## src/rtl/ch_way_arbiter_pkg.sv

```systemverilog
// Shared types and defaults for the NAND channel way arbiter.
package ch_way_arbiter_pkg;

  typedef enum logic [1:0] {
    ST_IDLE  = 2'd0,
    ST_GRANT = 2'd1,
    ST_GAP   = 2'd2
  } arb_state_t;

  localparam int          GAP_CYC_DEF    = 2;
  localparam logic [15:0] TENURE_MAX_DEF = 16'hFFFF;
  localparam int          TEN_W          = 16;
  localparam int          GAP_W          = 4;

endpackage

```

## src/rtl/ch_way_arbiter_if.sv

```systemverilog
// Request/grant bundle between the NAND ways (master) and the channel arbiter (slave).
interface ch_way_arbiter_if #(
  parameter int NUM_WAY = 4
);
  localparam int IDX_W = $clog2(NUM_WAY);

  logic [NUM_WAY-1:0] i_ch_req;
  logic               i_ovf_clr;
  logic [NUM_WAY-1:0] o_ch_gnt;
  logic [IDX_W-1:0]   o_gnt_idx;
  logic               o_gnt_vld;
  logic               o_ch_busy;
  logic               o_tenure_ovf;
  logic [IDX_W-1:0]   o_ovf_way;

  modport master (
    output i_ch_req, i_ovf_clr,
    input  o_ch_gnt, o_gnt_idx, o_gnt_vld, o_ch_busy, o_tenure_ovf, o_ovf_way
  );

  modport slave (
    input  i_ch_req, i_ovf_clr,
    output o_ch_gnt, o_gnt_idx, o_gnt_vld, o_ch_busy, o_tenure_ovf, o_ovf_way
  );
endinterface

```

## src/rtl/ch_way_arbiter_rr_sel.sv

```systemverilog
// Round-robin pick: first requester after last_owner, with wrap. Purely combinational.
module ch_way_arbiter_rr_sel #(
  parameter int NUM_WAY = 4,
  parameter int IDX_W   = $clog2(NUM_WAY)
) (
  input  logic [NUM_WAY-1:0] req_i,
  input  logic [IDX_W-1:0]   last_owner_i,
  output logic [IDX_W-1:0]   sel_o,
  output logic               any_o
);

  logic [IDX_W-1:0] idx;

  // Walk farthest-to-nearest so the nearest requester overwrites and wins.
  always_comb begin
    sel_o = '0;
    any_o = 1'b0;
    idx   = '0;
    for (int k = NUM_WAY; k >= 1; k--) begin
      idx = IDX_W'((int'(last_owner_i) + k) % NUM_WAY);
      if (req_i[idx]) begin
        sel_o = idx;
        any_o = 1'b1;
      end
    end
  end

endmodule

```

## src/rtl/ch_way_arbiter.sv

```systemverilog
// Non-preemptive round-robin owner of one NAND channel; grant 1 cycle after an IDLE request.
// Owner keeps the grant until it drops its request, then GAP_CYC turnaround cycles follow.
module ch_way_arbiter
  import ch_way_arbiter_pkg::*;
#(
  parameter int          NUM_WAY    = 4,
  parameter int          GAP_CYC    = GAP_CYC_DEF,
  parameter logic [15:0] TENURE_MAX = TENURE_MAX_DEF
) (
  input logic             i_nc_clk,
  input logic             i_nc_rst,
  ch_way_arbiter_if.slave arb
);

  localparam int IDX_W = $clog2(NUM_WAY);

  arb_state_t         state_q, state_d;
  logic [NUM_WAY-1:0] gnt_q, gnt_d;
  logic [IDX_W-1:0]   owner_q, owner_d;
  logic [TEN_W-1:0]   ten_q, ten_d;
  logic [GAP_W-1:0]   gap_q, gap_d;
  logic               ovf_q;
  logic [IDX_W-1:0]   ovf_way_q;
  logic               ovf_set;
  logic [IDX_W-1:0]   sel;
  logic               any_req;

  ch_way_arbiter_rr_sel #(
    .NUM_WAY (NUM_WAY),
    .IDX_W   (IDX_W)
  ) u_rr_sel (
    .req_i        (arb.i_ch_req),
    .last_owner_i (owner_q),
    .sel_o        (sel),
    .any_o        (any_req)
  );

  always_comb begin
    state_d = state_q;
    gnt_d   = gnt_q;
    owner_d = owner_q;
    ten_d   = ten_q;
    gap_d   = gap_q;
    ovf_set = 1'b0;
    case (state_q)
      ST_IDLE: begin
        if (any_req) begin
          state_d      = ST_GRANT;
          gnt_d        = '0;
          gnt_d[sel]   = 1'b1;
          owner_d      = sel;
          ten_d        = '0;
        end
      end
      ST_GRANT: begin
        if (arb.i_ch_req[owner_q]) begin
          if (ten_q != TENURE_MAX) ten_d = ten_q + 16'd1;
          ovf_set = (ten_q == TENURE_MAX - 16'd1);
        end else begin
          gnt_d   = '0;
          gap_d   = '0;
          state_d = (GAP_CYC > 0) ? ST_GAP : ST_IDLE;
        end
      end
      ST_GAP: begin
        if (gap_q == GAP_W'(GAP_CYC - 1)) begin
          state_d = ST_IDLE;
          gap_d   = '0;
        end else begin
          gap_d = gap_q + 4'd1;
        end
      end
      default: state_d = ST_IDLE;
    endcase
  end

  always_ff @(posedge i_nc_clk) begin
    if (i_nc_rst) begin
      state_q   <= ST_IDLE;
      gnt_q     <= '0;
      owner_q   <= IDX_W'(NUM_WAY - 1);
      ten_q     <= '0;
      gap_q     <= '0;
      ovf_q     <= 1'b0;
      ovf_way_q <= '0;
    end else begin
      state_q <= state_d;
      gnt_q   <= gnt_d;
      owner_q <= owner_d;
      ten_q   <= ten_d;
      gap_q   <= gap_d;
      // A new overflow outranks a clear arriving in the same cycle.
      if (ovf_set) begin
        ovf_q     <= 1'b1;
        ovf_way_q <= owner_q;
      end else if (arb.i_ovf_clr) begin
        ovf_q <= 1'b0;
      end
    end
  end

  assign arb.o_ch_gnt     = gnt_q;
  assign arb.o_gnt_idx    = owner_q;
  assign arb.o_gnt_vld    = (state_q == ST_GRANT);
  assign arb.o_ch_busy    = (state_q != ST_IDLE);
  assign arb.o_tenure_ovf = ovf_q;
  assign arb.o_ovf_way    = ovf_way_q;

endmodule
```

## src/flat_wrapper.sv

```systemverilog
// flat-port wrapper written by rule: the top's interface ports become plain ports
module ch_way_arbiter_flat import ch_way_arbiter_pkg::*;
#(
  parameter int          NUM_WAY    = 4,
  parameter int          GAP_CYC    = GAP_CYC_DEF,
  parameter logic [15:0] TENURE_MAX = TENURE_MAX_DEF
)
  (i_nc_clk, i_nc_rst, arb_i_ch_req, arb_i_ovf_clr, arb_o_ch_gnt, arb_o_gnt_idx, arb_o_gnt_vld, arb_o_ch_busy, arb_o_tenure_ovf, arb_o_ovf_way);
  ch_way_arbiter_if #(.NUM_WAY(NUM_WAY)) arb_i ();
  input logic i_nc_clk;
  input logic i_nc_rst;
  input wire logic [$bits(arb_i.i_ch_req)-1:0] arb_i_ch_req;
  input wire logic [$bits(arb_i.i_ovf_clr)-1:0] arb_i_ovf_clr;
  output wire logic [$bits(arb_i.o_ch_gnt)-1:0] arb_o_ch_gnt;
  output wire logic [$bits(arb_i.o_gnt_idx)-1:0] arb_o_gnt_idx;
  output wire logic [$bits(arb_i.o_gnt_vld)-1:0] arb_o_gnt_vld;
  output wire logic [$bits(arb_i.o_ch_busy)-1:0] arb_o_ch_busy;
  output wire logic [$bits(arb_i.o_tenure_ovf)-1:0] arb_o_tenure_ovf;
  output wire logic [$bits(arb_i.o_ovf_way)-1:0] arb_o_ovf_way;
  assign arb_i.i_ch_req = arb_i_ch_req;
  assign arb_i.i_ovf_clr = arb_i_ovf_clr;
  assign arb_o_ch_gnt = arb_i.o_ch_gnt;
  assign arb_o_gnt_idx = arb_i.o_gnt_idx;
  assign arb_o_gnt_vld = arb_i.o_gnt_vld;
  assign arb_o_ch_busy = arb_i.o_ch_busy;
  assign arb_o_tenure_ovf = arb_i.o_tenure_ovf;
  assign arb_o_ovf_way = arb_i.o_ovf_way;
  ch_way_arbiter #(.NUM_WAY(NUM_WAY), .GAP_CYC(GAP_CYC), .TENURE_MAX(TENURE_MAX)) u_core (.i_nc_clk(i_nc_clk), .i_nc_rst(i_nc_rst), .arb(arb_i));
endmodule
```

## config.mk

```make
export PLATFORM = sky130hd
export DESIGN_NAME = ch_way_arbiter_flat
export DESIGN_NICKNAME = d
export VERILOG_FILES = /design/src/rtl/ch_way_arbiter_pkg.sv /design/src/rtl/ch_way_arbiter_if.sv /design/src/rtl/ch_way_arbiter_rr_sel.sv /design/src/rtl/ch_way_arbiter.sv /design/src/flat_wrapper.sv
export SDC_FILE = /design/constraint.sdc
export NUM_CORES = 1
export LEC_CHECK = 0
export ABC_AREA = 1
export CAP_MARGIN = 20
export CORE_ASPECT_RATIO = 1.5
export CORE_MARGIN = 3
export CORE_UTILIZATION = 55
export DETAILED_ROUTE_END_ITERATION = 8
export GPL_ROUTABILITY_DRIVEN = 0
export PLACE_DENSITY = 0.77
export SLEW_MARGIN = 20
export SYNTH_ARGS = -nofsm -noshare
export SYNTH_HDL_FRONTEND = slang
export SYNTH_SLANG_ARGS = --single-unit
```

## constraint.sdc

```tcl
create_clock -name i_nc_clk -period 4.2 [get_ports i_nc_clk]
set_input_delay 0.63 -clock i_nc_clk [delete_from_list [all_inputs] [get_ports i_nc_clk]]
set_output_delay 0.63 -clock i_nc_clk [all_outputs]
set_load 0.05 [all_outputs]
```

### Word level (Yosys, flattened, before mapping)

Cells that the tools add are included.

* register bits: 31
* input bits: 7
* output and inout port bits: 11
* word-level logic and storage cells: 78

* $add $sub $neg: 6
* magnitude comparators: 7
* eq/ne operators: 10
* mux-type cells: 37
* reductions and logical operators: 11

Operators with widths (count)
* 16-bit 2-to-1 mux: 3
* 16-bit one-hot mux with 2 select lines: 1
* 2-bit by 3-bit < comparator with 1-bit output, second input constant: 6
* 16-bit by 1-bit adder with 16-bit output, second input constant: 1
* 16-bit == test, second input constant: 1
* 16-bit inequality test, second input constant: 1
* 4-bit one-hot mux with 2 select lines: 2
* 1-bit 2-to-1 mux: 14
* 2-bit 2-to-1 mux: 7
* 4-bit 2-to-1 mux: 3
* 1-bit binary-select mux with 2-bit select: 5
* 2-bit by 1-bit inequality test with 1-bit output, second input constant: 4
* 2-bit nonzero test: 4
* 2-bit one-hot mux with 3 select lines: 1
* 3-bit AND reduction: 2
* 2-bit by 1-bit adder with 2-bit output, second input constant: 2
* 2-bit adder, second input constant: 2
* 4-bit by 1-bit adder with 4-bit output, second input constant: 1
* 4-bit by 1-bit == test with 1-bit output, second input constant: 1
* 2-bit AND reduction: 2
* 4-bit AND reduction: 1
* 1-bit demux with 2-bit select: 1
* 2-bit by 1-bit == test with 1-bit output, second input constant: 1
* 2-bit == test, second input constant: 1
* 4 further kinds: 4

### Longest topological paths before layout

* depth after elaboration: 13
* depth in mapped cells: 12
* gate-level depth less buffers: 11

### By module

From an unflattened synthesis, not the netlist that was laid out.

* cell total of the unflattened synthesis: 362
* area, all modules: 2167.1 µm²

Modules (own cells, without submodules)
* ch_way_arbiter: times used 1, cells an instance 313, area each 1940.6 µm², seq. area each 620.6 µm²
* ch_way_arbiter_rr_sel: times used 1, cells an instance 49, area each 226.5 µm², seq. area each 0.0 µm²

### Least setup slack after synthesis

No wires, ideal clock.

* kind: reg-to-reg
* start point: reg u_core.owner_q[0], in the netlist u_core.arb.o_gnt_idx[0]
* end point: reg u_core.ten_q[1]
* library setup time: 0.116 ns
* arrival: 1.761 ns
* required time: 4.084 ns
* path slack: 2.323 ns
* stages on the path, launching flop included: 12
* buffers on the path: 2
* clock period less this slack: 1.877 ns
* cells stage by stage: dfxtp_1 -> buf_6 -> nand2_4 -> nand3_2 -> nand2_2 -> nor2_8 -> nand3_4 -> nand2_4 -> inv_4 -> buf_6 -> nor2_1 -> nor2_1

* longest elaborated chain between the ends: 9
* elaborated cells between the ends (all ways): 21
* classes of those cells: add/sub: 4; eq/ne: 2; mux: 14; reduce/logical: 1

Ends and longest elaborated chain
* from (decl): RTL line ch_way_arbiter.sv:19 `logic [IDX_W-1:0] owner_q, owner_d;`
* from (signal assigned): RTL line ch_way_arbiter.sv:81 `owner_q <= IDX_W'(NUM_WAY - 1);`
* from (signal assigned): RTL line ch_way_arbiter.sv:89 `owner_q <= owner_d;`
* 2-bit by 1-bit adder with 2-bit output: RTL line ch_way_arbiter_rr_sel.sv:20 `idx = IDX_W'((int'(last_owner_i) + k) % NUM_WAY);`
* 1-bit binary-select mux with 2-bit select: RTL line ch_way_arbiter_rr_sel.sv:21 `if (req_i[idx]) begin`
* 1-bit 2-to-1 mux (not written as such): RTL line ch_way_arbiter_rr_sel.sv:21
* 1-bit 2-to-1 mux (4 in series): RTL line ch_way_arbiter_rr_sel.sv:21
* 2-bit by 1-bit inequality test with 1-bit output (no line)
* 4-bit AND reduction (no line) (*)
* to (signal assigned): RTL line ch_way_arbiter.sv:90 `ten_q <= ten_d;`
* to (decl): RTL line ch_way_arbiter.sv:20 `logic [TEN_W-1:0] ten_q, ten_d;`

Mark *: on every way between the ends. The rest lies on a longest branch, timed or not. The select of a mux whose other input is x is not followed.
A chain may end at the register's enable or synchronous reset.

### Final worst setup path

* start point: reg u_core.owner_q[0], in the netlist u_core.arb.o_gnt_idx[0]
* end point: out arb_o_gnt_idx[0]

RTL lines
* to (decl): RTL line flat_wrapper.sv:15 `output wire logic [$bits(arb_i.o_gnt_idx)-1:0] arb_o_gnt_idx;`

No word-level cell between the ends.

==> impl_metrics.toml <==
[status]
status = "finished clean"

[cts]
cts.root.buffer_cell = "clkbuf_8"
cts_buffers = 5
cts.repair.resized = 0
cts_setup_buffers = 0
cts_max_level = 2
cts_tree = "built"
clock-sinks = 31
clockBufferDepth = 2
holdBufCountCts = 0
clock_latency_ns = 0.27
clk_pin_slew_ns = 0.06

[cells_and_area]
area_growth_pct = 13.56
fill_cells = 334
regArea_um2 = 620.6
final_area_um2 = 2326
fin_cells = 350
layout_common_cells = "66 x nand2_1, 33 x nor2_1, 31 x dfxtp_1, 22 x inv_1, 22 x nand2_2"
final_common_cell = "nand2_1"
drive_gt1_share_pct = 20.78
fin_util_pct = 66.82
antenna-diode-count = 0
nets = 318
multi_input_area_um2 = 1267

[worst_setup_path]
startpoint_type = "register"
max_stage_delay_ns = 0.90
cp_cell_sequence = "clkdlybuf4s50_1"
critPathCaptureType = "primary output"
timing.critical_path.buf_inv = 1
worstPathArrival_ns = 1.82
path_delay_family = "buffers and inverters"
worst-setup-path-type = "register to primary output"
reg2reg_slack_ns = 2.16
cp_max_fo = 13
cpMaxStageDelayCell = "clkdlybuf4s50_1"
cp_data_required_time_ns = 3.57

[sta]
whs_ns = 0.4610
hold_violations = 0
rsz0062_at_grt = "false"
final_max_slew_viol_count = 0
clock.fmax_mhz = 407.8
min_period_over_period_pct = 58.39
skew_ns = 0.002068
maxSlewHeadroom_pct = 65.58
fin_crit_ns = 2.452
final.setup.tns_ns = 0
tightest_slew_ns = 0.5156
setup_viol = 0

[grt]
grt_util_all_layers_pct = 20.75
grt_max_degree = 28
antenna_found_initial = 0
grt_first_pass_wirelength_um = 7493
overflow = 0
grt_pass1_vias = 1740

[detailed_routing]
avgRoutedWirePerCell_um = 12.03
dr.pass1.iters = 4
drtAntennaViolNets = 0
wirelength_um = 4211
route.detailed.drc = 0
vias = 1797
viasPerCell = 5.134
drtIter0Drc = 53

[place]
port_buffers = 17
placed_area_um2 = 2226
dpl.hpwl_um = 3159
dp_cells = 342

[hold_path]
hp-class = "register to register"

[die]
rows = 26
dieWidth_um = 55.83
core_area_um2 = 3481
die_y_um = 80.74
pin_count = 18
die-area_um2 = 4507
initial_core_util_pct = 58.84

[yosys]
synth.avg_cell_area_um2 = 7.087
synth-async-reset-ratio_pct = 0
synth_top_flop_cell = "dfxtp_1"
ys.warnings.count = 0
synth_fp_nets = 300
yosysSeqAreaShare_pct = 30.30
synth_edf_count = 0
synth_area_um2 = 2048
synth.distinct_cells = 32
syn_inst = 289
ys_seq_elements = 31

[job]
cap_violations = 0

[power]
max-vdd-ir-drop_uv = 336.0
p_leak_nw = 0.8687
power_density_nw_per_um2 = 586.7
==> final timing paths <==
| check | from | to | cells after the start |
|---|---|---|---|
| worst max-delay path | u_core.arb.o_gnt_idx[0] | arb_o_gnt_idx[0] | 1 |
| worst min-delay path | u_core.arb.o_tenure_ovf | u_core.arb.o_tenure_ovf | 2 |
| worst max register to register | u_core.arb.o_gnt_idx[0] | u_core.ten_q[3] | 10 |
| worst min register to register | u_core.arb.o_tenure_ovf | u_core.arb.o_tenure_ovf | 2 |
==> per-layer routing <==
layer	part of all wire (%)	wire [um]	GRT usage [%]
met3	2.7	114	3.816
met1	41	1741	21.69
met4	2.4	102	9.264
met5	0	0	0
met2	54	2253	40.05
==> worst reg2reg max path: cells and delay by family, from the launching register on <==
| family | cells | cell delay (ns) |
|---|---|---|
| and+or+nand+nor | 7 | 0.85 |
| DFF | 1 | 0.64 |
| buffers and inverters | 2 | 0.37 |
| AOI/OAI and AO/OA | 1 | 0.11 |
==> report_power, final <==
group	internal (mW)	switching, mW	leakage, nW
registers	0.336	0.0617	0.251
clock network	0.149	0.102	0.0515
logic	0.208	0.508	0.566
total	0.693	0.671	0.869
==> cells by family (layout without fill, tap and decap cells) <==
logic type	Yosys count	after routing	synth area share, %
simple gates	164	164	40.81
compound gates	41	41	12.64
buf+inv	35	54	7.819
flops	31	31	30.30
xor+xnor	14	14	5.987
fa+ha+maj	4	4	2.444
==> sequential cells by signal (all words and copies together), names as in the netlist <==
signal	count
u_core.arb.o_gnt_idx	2
u_core.arb.o_tenure_ovf	1
u_core.ten_q	16
u_core.arb.o_ovf_way	2
u_core.state_q	2
u_core.gap_q	4
u_core.arb.o_ch_gnt	4
==> through the flow <==
step / setup WS [ns] / total power, mW
after floorplan: 2.324 / 0.9904
after global placement: 1.845 / 1.107
after detailed placement: 1.787 / 1.121
after CTS: 1.719 / 1.382
after global routing: 1.644 / 1.470
final: 1.748 / 1.365
==> synth_stat cells (2+ instances only) <==
master	instances	share of area (%)
a21oi_1	19	4.6
clkbuf_1	3	0.55
nor3_1	3	0.73
ha_1	4	2.4
inv_2	5	0.92
o21ai_0	7	1.7
nand3_1	12	2.9
xor2_1	9	3.8
nand2_4	3	1.6
xnor2_1	5	2.1
inv_1	22	4.0
nor2_1	33	6.0
nor2_4	3	1.6
buf_6	2	1.1
nand2_1	66	12
nand4_1	9	2.7
a21oi_2	12	5.1
nand2_2	22	6.7
nor3b_1	2	0.73
dfxtp_1	31	30
nand3_2	5	2.4
o21a_1	2	0.73
==> final cells by class <==
class                      count  area share [%]
sequential                    31           26.68
timing repair buffer          18           7.639
multi-input combinational    223           54.49
inverter                      28           4.626
clock buffer                   8           4.303
tap                           42           2.259
(Power assumes the default switching activity.)
